**config.mk**
```make
export PLATFORM = sky130hd
export DESIGN_NAME = pipe_stall_ctrl_flat
export DESIGN_NICKNAME = d
export VERILOG_FILES = /design/src/rtl/pipe_stall_ctrl_if.sv /design/src/rtl/pipe_stall_ctrl.sv /design/src/flat_wrapper.sv
export SDC_FILE = /design/constraint.sdc
export NUM_CORES = 1
export LEC_CHECK = 0
export BUFFER_PORTS_ARGS = -buffer_cell sky130_fd_sc_hd__clkbuf_2
export CAP_MARGIN = 20
export CORE_UTILIZATION = 51
export DETAILED_ROUTE_END_ITERATION = 10
export GPL_TIMING_DRIVEN = 1
export PLACE_DENSITY_LB_ADDON = 0.1
export SYNTH_ARGS = -nofsm -noshare
export SYNTH_HDL_FRONTEND = slang
export SYNTH_SLANG_ARGS = --single-unit
```
**constraint.sdc**
```tcl
create_clock -name clk -period 2.8 [get_ports clk]
set_clock_uncertainty 0.15 [all_clocks]
set_input_delay 0.42 -clock clk [delete_from_list [all_inputs] [get_ports clk]]
set_output_delay 0.42 -clock clk [all_outputs]
set_load 0.05 [all_outputs]
```
**src/rtl/pipe_stall_ctrl_if.sv**
```systemverilog
// Hazard inputs and pipeline control outputs between the datapath and pipe_stall_ctrl.
// The master side is the datapath; the slave side is the stall controller.
interface pipe_stall_ctrl_if;
    logic [4:0] ifid_rs;
    logic [4:0] ifid_rt;
    logic       ifid_use_rt;
    logic       id_is_md;
    logic       id_reads_hilo;
    logic [4:0] idex_rt;
    logic       idex_memread;
    logic       ex_branch_taken;
    logic       mem_req;
    logic       dmem_ready;

    logic       pc_write;
    logic       ifid_write;
    logic       ifid_flush;
    logic       idex_write;
    logic       idex_bubble;
    logic       exmem_write;
    logic       memwb_bubble;
    logic       md_start;
    logic       md_busy;
    logic       mem_err;

    modport master (
        output ifid_rs, ifid_rt, ifid_use_rt, id_is_md, id_reads_hilo,
               idex_rt, idex_memread, ex_branch_taken, mem_req, dmem_ready,
        input  pc_write, ifid_write, ifid_flush, idex_write, idex_bubble,
               exmem_write, memwb_bubble, md_start, md_busy, mem_err
    );

    modport slave (
        input  ifid_rs, ifid_rt, ifid_use_rt, id_is_md, id_reads_hilo,
               idex_rt, idex_memread, ex_branch_taken, mem_req, dmem_ready,
        output pc_write, ifid_write, ifid_flush, idex_write, idex_bubble,
               exmem_write, memwb_bubble, md_start, md_busy, mem_err
    );
endinterface

```
**src/rtl/pipe_stall_ctrl.sv**
```systemverilog
// Stall/flush sequencer for the 5-stage MIPS pipeline: post-reset hold, dmem wait,
// branch flush, mult/div busy and load-use, driving all pipeline register controls.
module pipe_stall_ctrl #(
    parameter int MD_LAT   = 4,
    parameter int MEM_TMO  = 16,
    parameter int RST_HOLD = 2
) (
    input  logic              clk,
    input  logic              reset_n,
    pipe_stall_ctrl_if.slave  bus
);

    localparam int HOLD_W = $clog2(RST_HOLD + 1);
    localparam int MD_W   = $clog2(MD_LAT + 1);
    localparam int WAIT_W = $clog2(MEM_TMO + 1);

    typedef enum logic [1:0] {HOLD, RUN, MEM_WAIT} state_t;

    state_t              state_q, state_d;
    logic [HOLD_W-1:0]   hold_cnt_q, hold_cnt_d;
    logic [MD_W-1:0]     md_cnt_q, md_cnt_d;
    logic [WAIT_W-1:0]   wait_cnt_q, wait_cnt_d;
    logic                mem_err_q, mem_err_d;

    logic freeze, loadUse, mdHazard, idStall, mdBusy;
    logic pcWrite, ifidWrite, ifidFlush, idexWrite, idexBubble;
    logic exmemWrite, memwbBubble, mdStart;

    assign mdBusy   = (md_cnt_q != '0);
    assign freeze   = bus.mem_req & ~bus.dmem_ready;
    assign loadUse  = bus.idex_memread & (bus.idex_rt != 5'd0) &
                      ((bus.idex_rt == bus.ifid_rs) |
                       (bus.ifid_use_rt & (bus.idex_rt == bus.ifid_rt)));
    assign mdHazard = mdBusy & (bus.id_is_md | bus.id_reads_hilo);
    assign idStall  = loadUse | mdHazard;

    always_ff @(posedge clk or negedge reset_n) begin
        if (!reset_n) begin
            state_q    <= HOLD;
            hold_cnt_q <= HOLD_W'(RST_HOLD);
            md_cnt_q   <= '0;
            wait_cnt_q <= '0;
            mem_err_q  <= 1'b0;
        end else begin
            state_q    <= state_d;
            hold_cnt_q <= hold_cnt_d;
            md_cnt_q   <= md_cnt_d;
            wait_cnt_q <= wait_cnt_d;
            mem_err_q  <= mem_err_d;
        end
    end

    // A released MEM_WAIT cycle falls through to the RUN decode in the same cycle.
    always_comb begin
        state_d     = state_q;
        hold_cnt_d  = hold_cnt_q;
        md_cnt_d    = mdBusy ? md_cnt_q - MD_W'(1) : md_cnt_q;
        wait_cnt_d  = wait_cnt_q;
        mem_err_d   = mem_err_q | (wait_cnt_q == WAIT_W'(MEM_TMO));

        pcWrite     = 1'b1;
        ifidWrite   = 1'b1;
        ifidFlush   = 1'b0;
        idexWrite   = 1'b1;
        idexBubble  = 1'b0;
        exmemWrite  = 1'b1;
        memwbBubble = 1'b0;
        mdStart     = 1'b0;

        if (state_q == HOLD) begin
            pcWrite     = 1'b0;
            ifidWrite   = 1'b0;
            idexWrite   = 1'b0;
            idexBubble  = 1'b1;
            exmemWrite  = 1'b0;
            memwbBubble = 1'b1;
            hold_cnt_d  = hold_cnt_q - HOLD_W'(1);
            if (hold_cnt_q <= HOLD_W'(1)) begin
                state_d = RUN;
            end
        end else if (freeze) begin
            pcWrite     = 1'b0;
            ifidWrite   = 1'b0;
            idexWrite   = 1'b0;
            exmemWrite  = 1'b0;
            memwbBubble = 1'b1;
            if (state_q == RUN) begin
                state_d    = MEM_WAIT;
                wait_cnt_d = WAIT_W'(1);
            end else if (wait_cnt_q != WAIT_W'(MEM_TMO)) begin
                wait_cnt_d = wait_cnt_q + WAIT_W'(1);
            end
        end else begin
            state_d    = RUN;
            wait_cnt_d = '0;
            if (bus.ex_branch_taken) begin
                ifidFlush  = 1'b1;
                idexBubble = 1'b1;
            end else if (idStall) begin
                pcWrite    = 1'b0;
                ifidWrite  = 1'b0;
                idexBubble = 1'b1;
            end else if (bus.id_is_md) begin
                mdStart  = 1'b1;
                md_cnt_d = MD_W'(MD_LAT);
            end
        end
    end

    assign bus.pc_write     = pcWrite;
    assign bus.ifid_write   = ifidWrite;
    assign bus.ifid_flush   = ifidFlush;
    assign bus.idex_write   = idexWrite;
    assign bus.idex_bubble  = idexBubble;
    assign bus.exmem_write  = exmemWrite;
    assign bus.memwb_bubble = memwbBubble;
    assign bus.md_start     = mdStart;
    assign bus.md_busy      = mdBusy;
    assign bus.mem_err      = mem_err_q;

endmodule

```
**src/flat_wrapper.sv**
```systemverilog
// flat-port wrapper written by rule: the top's interface ports become plain ports
module pipe_stall_ctrl_flat 
#(
    parameter int MD_LAT   = 4,
    parameter int MEM_TMO  = 16,
    parameter int RST_HOLD = 2
)
  (clk, reset_n, bus_ifid_rs, bus_ifid_rt, bus_ifid_use_rt, bus_id_is_md, bus_id_reads_hilo, bus_idex_rt, bus_idex_memread, bus_ex_branch_taken, bus_mem_req, bus_dmem_ready, bus_pc_write, bus_ifid_write, bus_ifid_flush, bus_idex_write, bus_idex_bubble, bus_exmem_write, bus_memwb_bubble, bus_md_start, bus_md_busy, bus_mem_err);
  pipe_stall_ctrl_if bus_i ();
  input  logic clk;
  input  logic reset_n;
  input wire logic [$bits(bus_i.ifid_rs)-1:0] bus_ifid_rs;
  input wire logic [$bits(bus_i.ifid_rt)-1:0] bus_ifid_rt;
  input wire logic [$bits(bus_i.ifid_use_rt)-1:0] bus_ifid_use_rt;
  input wire logic [$bits(bus_i.id_is_md)-1:0] bus_id_is_md;
  input wire logic [$bits(bus_i.id_reads_hilo)-1:0] bus_id_reads_hilo;
  input wire logic [$bits(bus_i.idex_rt)-1:0] bus_idex_rt;
  input wire logic [$bits(bus_i.idex_memread)-1:0] bus_idex_memread;
  input wire logic [$bits(bus_i.ex_branch_taken)-1:0] bus_ex_branch_taken;
  input wire logic [$bits(bus_i.mem_req)-1:0] bus_mem_req;
  input wire logic [$bits(bus_i.dmem_ready)-1:0] bus_dmem_ready;
  output wire logic [$bits(bus_i.pc_write)-1:0] bus_pc_write;
  output wire logic [$bits(bus_i.ifid_write)-1:0] bus_ifid_write;
  output wire logic [$bits(bus_i.ifid_flush)-1:0] bus_ifid_flush;
  output wire logic [$bits(bus_i.idex_write)-1:0] bus_idex_write;
  output wire logic [$bits(bus_i.idex_bubble)-1:0] bus_idex_bubble;
  output wire logic [$bits(bus_i.exmem_write)-1:0] bus_exmem_write;
  output wire logic [$bits(bus_i.memwb_bubble)-1:0] bus_memwb_bubble;
  output wire logic [$bits(bus_i.md_start)-1:0] bus_md_start;
  output wire logic [$bits(bus_i.md_busy)-1:0] bus_md_busy;
  output wire logic [$bits(bus_i.mem_err)-1:0] bus_mem_err;
  assign bus_i.ifid_rs = bus_ifid_rs;
  assign bus_i.ifid_rt = bus_ifid_rt;
  assign bus_i.ifid_use_rt = bus_ifid_use_rt;
  assign bus_i.id_is_md = bus_id_is_md;
  assign bus_i.id_reads_hilo = bus_id_reads_hilo;
  assign bus_i.idex_rt = bus_idex_rt;
  assign bus_i.idex_memread = bus_idex_memread;
  assign bus_i.ex_branch_taken = bus_ex_branch_taken;
  assign bus_i.mem_req = bus_mem_req;
  assign bus_i.dmem_ready = bus_dmem_ready;
  assign bus_pc_write = bus_i.pc_write;
  assign bus_ifid_write = bus_i.ifid_write;
  assign bus_ifid_flush = bus_i.ifid_flush;
  assign bus_idex_write = bus_i.idex_write;
  assign bus_idex_bubble = bus_i.idex_bubble;
  assign bus_exmem_write = bus_i.exmem_write;
  assign bus_memwb_bubble = bus_i.memwb_bubble;
  assign bus_md_start = bus_i.md_start;
  assign bus_md_busy = bus_i.md_busy;
  assign bus_mem_err = bus_i.mem_err;
  pipe_stall_ctrl #(.MD_LAT(MD_LAT), .MEM_TMO(MEM_TMO), .RST_HOLD(RST_HOLD)) u_core (.clk(clk), .reset_n(reset_n), .bus(bus_i));
endmodule
```
# --- Yosys cells after proc, flatten, opt, wreduce, memory -nomap -nowiden ---
# Cells that the tools add are included.
classes:
  addsub: 3
  n_lt_le_gt_ge: 1
  eq_ne: 8
  muxes: 33
  bitwise_logic: 11
  reduce_logical: 5
op_table:
  columns: ["operator", "n"]
  rows:
  - ["2-to-1 mux 1 bit", 20]
  - ["2-to-1 mux 3 bit", 6]
  - ["2-to-1 mux 5 bit", 3]
  - ["equality test 5 bit", 2]
  - ["2-to-1 mux 2 bit", 4]
  - ["!= test 3 bit, second input constant", 2]
  - ["adder 5 x 1 -> 5 bit, second input constant", 1]
  - ["bitwise AND 1 bit", 5]
  - ["equality test 5 bit, second input constant", 1]
  - ["!= test 5 bit, second input constant", 1]
  - ["nonzero test 5 bit", 1]
  - ["bitwise OR 1 bit", 4]
  - ["AND reduction 2 bit", 2]
  - ["nonzero test 3 bit", 1]
  - ["subtractor 3 x 1 -> 3 bit, second input constant", 1]
  - ["equality test 2 x 1 -> 1 bit, second input constant", 1]
  - ["less-or-equal comparator 2 x 1 -> 1 bit, second input constant", 1]
  - ["logical NOT 2 bit", 1]
  - ["!= test 2 bit, second input constant", 1]
  - ["inverter 1 bit", 2]
  - ["subtractor 2 x 1 -> 2 bit, second input constant", 1]
totals:
  reg_bits: 13
  in_bits: 24
  out_inout_bits: 10
  wordCells: 66

# --- Longest topological paths before layout ---
# Gate-level depths: netlist of run 1.
depth:
  depth_word: 9
  mapped_depth: 7
  mapped_depth_nobuf: 6

# --- Worst setup path after synthesis of run 1 ---
# Ideal clock, no wire load.
synth_path:
  path_kind: "input to output"
  startpoint: "input port bus_mem_req"
  endpoint: "output port bus_pc_write"
  arrival_time_ps: 2204
  required_ps: 2230
  path_slack_ps: 26
  path_stages: 4
  path_buffers: 1
  cell_sequence: "nor2b_1 > nor2_1 > o21a_1 > buf_4"
synth_between:
  elab_chain_cells: 3
synth_lines:
  columns: ["element", "line", "text"]
  rows:
  - ["from (decl)", "flat_wrapper.sv:20", "input wire logic [$bits(bus_i.mem_req)-1:0] bus_mem_req;"]
  - ["bitwise AND 1 bit", "pipe_stall_ctrl.sv:30", "assign freeze = bus.mem_req & ~bus.dmem_ready;"]
  - ["2-to-1 mux 1 bit (2 in series)", null, null]
  - ["to (decl)", "flat_wrapper.sv:22", "output wire logic [$bits(bus_i.pc_write)-1:0] bus_pc_write;"]
# Every way passes these cells.

# --- Worst setup path after layout of run 1 ---
layout_path:
  startpoint: "input port bus_idex_rt[0]"
  endpoint: "output port bus_idex_bubble"
layout_between:
  elab_chain_cells: 9
  word_cells_on_any_way: 12
  cone_classes: "eq/ne: 2; mux: 4; bitwise: 5; reduce/logical: 1"
layout_lines:
  columns: ["element", "line", "text"]
  rows:
  - ["from (decl)", "flat_wrapper.sv:17", "input wire logic [$bits(bus_i.idex_rt)-1:0] bus_idex_rt;"]
  - ["equality test 5 bit", "pipe_stall_ctrl.sv:33", "(bus.ifid_use_rt & (bus.idex_rt == bus.ifid_rt)));"]
  - ["bitwise AND 1 bit", "pipe_stall_ctrl.sv:33", null]
  - ["bitwise OR 1 bit", "pipe_stall_ctrl.sv:32", "((bus.idex_rt == bus.ifid_rs) |"]
  - ["bitwise AND 1 bit (*)", "pipe_stall_ctrl.sv:31", "assign loadUse = bus.idex_memread & (bus.idex_rt != 5'd0) &"]
  - ["bitwise OR 1 bit (*)", "pipe_stall_ctrl.sv:35", "assign idStall = loadUse | mdHazard;"]
  - ["2-to-1 mux 1 bit (*)", "pipe_stall_ctrl.sv:99", "end else if (idStall) begin"]
  - ["2-to-1 mux 1 bit (*)", "pipe_stall_ctrl.sv:96", "if (bus.ex_branch_taken) begin"]
  - ["2-to-1 mux 1 bit (*)", "pipe_stall_ctrl.sv:81", "end else if (freeze) begin"]
  - ["2-to-1 mux 1 bit (*)", "pipe_stall_ctrl.sv:70", "if (state_q == HOLD) begin"]
  - ["to (decl)", "flat_wrapper.sv:26", "output wire logic [$bits(bus_i.idex_bubble)-1:0] bus_idex_bubble;"]
# Every way passes the cells marked *; elsewhere a longest branch is shown, timed or not.

==> metrics.txt, run 1 <==
outcome=finished, final reports clean; vias in the first global route=718; Peak VDD IR=0.000503 V; Critical Path RT=2.23 ns; die height=43.4 um; Bufs on Longest Clock Path=2; latest clock arrival within the worst-skew pair=0.27 ns; Hold Crit Class=input pin to flip-flop; fraction of registers with async set/reset=1.00; number of max-cap violations=0; commonest non-fill, non-tap cell in the layout=clkbuf_2; critical path launch point type=input pin; Core Footprint=1560 um2; Switch Pwr=386 uW; storage element area=327 um2; most frequent cells in the layout=33 x clkbuf_2, 12 x dfrtp_1, 11 x nor2_1, 11 x xnor2_1, 9 x nand2_1; Setup Viol. Count Final=0; clock root buffer=clkbuf_4; Seq/Total Area, Yosys=0.373; Worst Tran Pin Value=0.763 ns; DRT iter0 DRCs=13; RSZ-0062 raised after global routing=false; Reg clk slew, reported paths=0.08 ns; Via-to-Cell Ratio=5.23; ys flop type=dfrtp_1; Top Ports=34; YS warnings=0; internal power=451 uW; detailed-route wire length per cell=10.9 um; Fill cells=125; sequential share of power=0.340; EDFF count, synth=0; diode count=0; Total Neg Setup Slack=0 ns; final wirelength=1630 um; remaining routing DRC violations=0; sw frac=0.461; clock network fraction of design power=0.134; Starting Density=0.561; Total Nets Final=164; final period utilization=0.901; setup slack, reg-to-reg=0.91 ns; final period demand of the worst path=2.52 ns; crit path max fanout=3; slowest cell delay on critical path=0.52 ns; buffers added on ports=33; die area=1880 um2; grt ovf=0; GR Util All Layers=0.205; global-route wire length before repair=2860 um; FP Rows=14; Syn Inst Count=97; cell breakdown of the critical path=clkbuf_2 > or4_1 > o21a_2 > a2111oi_2 > nor2_1 > clkbuf_2; routability cong.=0.776; Avg Cell Area, Syn=9.02 um2; Tot Pwr=837 uW; via count=784; Area growth, synth to finish=24.5%; fmax=396 MHz; static leakage=0.000531 uW; worst rel slew slack=0.485; layout cells sized above 1=0.313; Die W=43.4 um; initial antenna violation count=0; cell mode on critical path=clkbuf_2; CP max-delay cell=or4_1; Netlist cell types=32; CTS tree=built; Critical Path Sink Type=primary output; Slew Limit Fails=0; syn_nets=126; post-route non-filler standard cell count=150; Synth Register Bits=13; CP arrival=1.95 ns; clock sink count=13; Final Hold Fails=0; Pwr per Cell Area=769 nW/um2; area of the multi-input gates=503 um2; Routed Antenna Nets=0; CTS resizes=0; Setup Crit Path Kind=input pin to primary output; synthesized cell area=875 um2; H-tree depth=1; CTS Buf Count=3; largest net degree at the start of global routing=14; # placed instances=145; Combinational Power Share=0.525; DRT Pass-1 Iters=4; Detailed Place HPWL=1330 um
cell families after synthesis:
logic type | count (synthesis) | share of synthesized area
xor gates and xnor gates | 14 | 0.140
adders and majority gates | 5 | 0.0715
muxes | 1 | 0.0114
buffers and inverters | 10 | 0.0515
and+or+nand+nor | 35 | 0.193
DFF | 13 | 0.373
AOI/OAI and AO/OA | 19 | 0.159
registers in the layout, indices dropped and copies added (netlist names):
| register | cells |
|---|---|
| u_core.bus.mem_err | 1 |
| u_core.hold_cnt_q | 2 |
| u_core.md_cnt_q | 3 |
| u_core.state_q | 2 |
| u_core.wait_cnt_q | 5 |
power by group through the flow:
| stage | clock, uW | sequential [uW] | combinational [uW] |
|---|---|---|---|
| 6_report | 112 | 285 | 440 |
| 5_1_grt | 124 | 290 | 496 |
| 4_1_cts | 117 | 284 | 443 |
| 3_5_place_dp | 0 | 284 | 441 |
| 3_3_place_gp | 0 | 283 | 431 |
| 2_1_floorplan | 0 | 276 | 348 |
through the flow:
stage	setup WS, ns	util	instance area, um2	hold slack, ns
2_1_floorplan	0.0255	-	875	-0.0256
3_3_place_gp	0.276	0.675	1050	0.174
3_5_place_dp	0.268	0.675	1050	0.176
4_1_cts	0.266	0.698	1090	0.285
5_1_grt	0.134	0.698	1090	0.302
6_report	0.278	0.698	1090	0.293
synth_stat cells (all sizes together), types with 2 or more instances:
cell | instances | area share
dfrtp | 12 | 0.34
xor2 | 3 | 0.030
nand2 | 9 | 0.039
nor2b | 2 | 0.014
o21a | 2 | 0.019
o22ai | 2 | 0.014
a21oi | 3 | 0.017
xnor2 | 11 | 0.11
inv | 8 | 0.034
ha | 5 | 0.072
nor2 | 12 | 0.054
buf | 2 | 0.017
nand3 | 4 | 0.023
o21ai | 7 | 0.040
routing by layer:
layer | up-vias | track usage | share of wire
met1 | 352 | 0.249 | 0.46
met5 | - | 0 | 0
met4 | 0 | 0.113 | 0.010
met2 | 27 | 0.361 | 0.48
li1 | 401 | - | -
met3 | 4 | 0.0125 | 0.048
critical path: cells and delay by family:
family / cells / cell delay (ns)
AND/OR/NAND/NOR: 2 / 0.59
AO/OA/AOI/OAI: 2 / 0.60
buffers and inverters: 2 / 0.35
final cells by class:
type | count | share of cell area
well taps | 16 | 0.0184
repair buffers | 35 | 0.168
flip-flops and latches | 13 | 0.300
clock buffers | 4 | 0.0241
multi-input cells | 74 | 0.462
inverters | 8 | 0.0276
path summary, 6_finish.rpt:
kind / start / end / depth (start not counted)
max in group asynchronous: reset_n / u_core.hold_cnt_q[1] / 2
worst min register to register: u_core.bus.mem_err / u_core.bus.mem_err / 1
min in group asynchronous: reset_n / u_core.hold_cnt_q[0] / 2
worst max-delay path: bus_idex_rt[0] / bus_idex_bubble / 6
worst max register to register: u_core.wait_cnt_q[0] / u_core.wait_cnt_q[0] / 6
worst min-delay path: bus_mem_req / u_core.state_q[1] / 3
repair_timing:
item                      CTS  global route
hold buffers                1             0
setup buffers               0             0
hold endpoints to repair   12             0
No activity file was read; power rests on OpenSTA's default activity.
==> inputs of run 2 (changes only) <==
- PLACE_DENSITY: unset -> 0.83
- PLACE_DENSITY_LB_ADDON: 0.1 -> unset
==> run 2 against run 1 <==
Effect of this change: the run now ends with design-rule violations left; die area stayed put; largest power group unchanged; first-iteration DRC count is 23% higher; sequential power is 2% lower; largest cell class unchanged; final cell count stayed put; power is 0.45% higher; flip-flop and latch count stayed put; combinational power is 1% higher.
==> metrics.txt, run 2 (synthesis gave the netlist of run 1 again) <==
final wirelength=1720 um; Reg clk slew, reported paths=0.08 ns; Worst Tran Pin Value=0.799 ns; Via-to-Cell Ratio=5.37; die area=1880 um2; largest net degree at the start of global routing=14; violated checks=design-rule violations; CP arrival=2.03 ns; Setup Viol. Count Final=0; area of the multi-input gates=503 um2; max reg flops=5; CTS tree=built; Final Hold Fails=0; Core Footprint=1560 um2; Critical Path RT=2.23 ns; Routed Antenna Nets=0; slowest cell delay on critical path=0.46 ns; Critical Path Sink Type=primary output; post-route non-filler standard cell count=150; crit path max fanout=10; buffers added on ports=33; CP Buf/Inv Count=1; outcome=finished, violations left; commonest non-fill, non-tap cell in the layout=clkbuf_2; grt ovf=0; Die W=43.4 um; Pwr per Cell Area=773 nW/um2; RSZ-0062 raised after global routing=false; die height=43.4 um; static leakage=0.000531 uW; Most flops, register=u_core.wait_cnt_q; Area growth, synth to finish=24.5%; Total Neg Setup Slack=0 ns; Slew Limit Fails=0; latest clock arrival within the worst-skew pair=0.27 ns; CP max-delay cell=dfrtp_1; setup slack, reg-to-reg=0.90 ns; via count=806; fmax=384 MHz; FP Rows=14; Setup Crit Path Kind=flip-flop to primary output; clock sink count=13; number of max-cap violations=0; Hold Crit Class=input pin to flip-flop; global-route wire length before repair=2950 um; diode count=0; critical path launch point type=flip-flop; initial antenna violation count=0; Bufs on Longest Clock Path=2; Total Nets Final=164; CTS Buf Count=3; final period demand of the worst path=2.60 ns; placed inst area=1050 um2; routability cong.=0.809; CTS resizes=0; vias in the first global route=773; final period utilization=0.929; Detailed Place HPWL=1380 um; Design Area, Final=1090 um2; remaining routing DRC violations=2; clock root buffer=clkbuf_4; H-tree depth=1; storage element area=327 um2; Top Ports=34; layout cells sized above 1=0.313; met1 Usage GRT=0.230; cell breakdown of the critical path=nor2_2 > nor2_1 > nand3_1 > a211oi_4 > clkbuf_2; worst rel slew slack=0.460; # placed instances=145; GR Util All Layers=0.210; met2 Use GR=0.397; CP top delay family=simple AND/OR/NAND/NOR gates; gr busiest metal=met2; largest registers=u_core.wait_cnt_q: 5 flops, u_core.md_cnt_q: 3 flops; Peak VDD IR=0.000487 V; detailed-route wire length per cell=11.5 um; most frequent cells in the layout=33 x clkbuf_2, 12 x dfrtp_1, 11 x nor2_1, 11 x xnor2_1, 9 x nand2_1; DRT Pass-1 Iters=7; grt met3 use=0.0292; Fill cells=120; Starting Density=0.561; DRT iter0 DRCs=16
## run 2: cell counts in the layout (fill, tap and decap cells not counted)
Identical to the previous run, type by type.
## run 2: routing by layer
layer	wire, um	vias to the layer above
met4	19	0
li1	-	401
met2	864	30
met1	754	373
met5	0	-
met3	85	2
## run 2: cell type report
class                   count  area share
inverters                   8      0.0276
clock buffers               4      0.0241
repair buffers             35       0.168
well taps                  16      0.0184
flip-flops and latches     13       0.300
multi-input cells          74       0.462
## run 2: repair_timing
action | in CTS | in global routing
endpoints found under the setup margin | 0 | 0
buffers inserted | 0 | 0
hold buffers | 1 | 0
hold endpoints to repair | 12 | 0
## run 2: worst paths after layout
kind,to,cells after the start,startpoint
max,bus_md_start,5,u_core.state_q[1]
min,u_core.state_q[1],3,bus_mem_req
max reg2reg,u_core.wait_cnt_q[0],6,u_core.wait_cnt_q[0]
min reg2reg,u_core.bus.mem_err,1,u_core.bus.mem_err
max in group asynchronous,u_core.hold_cnt_q[1],2,reset_n
min in group asynchronous,u_core.wait_cnt_q[0],2,reset_n
## run 2: stage by stage
stage                     power (uW)  setup slack, ns  hold slack [ns]   util
after floorplan                  624           0.0255          -0.0256      -
after global placement           712            0.263            0.179  0.675
after detailed placement         727            0.240            0.179  0.675
after CTS                        845            0.206            0.278  0.698
after global routing             910           0.0680            0.301  0.698
final                            841            0.199            0.293  0.698
## run 2: worst register-to-register path: cells and delay by family, from the launching register on
kind	cells	cell delay [ns]
and+or+nand+nor	2	0.76
AOI/OAI and AO/OA	2	0.22
buffers and inverters	1	0.08
adders and majority gates	1	0.13
DFF	1	0.44
## run 2: power breakdown
group	switching (uW)	internal (uW)
combinational	291	155
sequential	37.2	242
clock	60.5	55.2
total	389	452
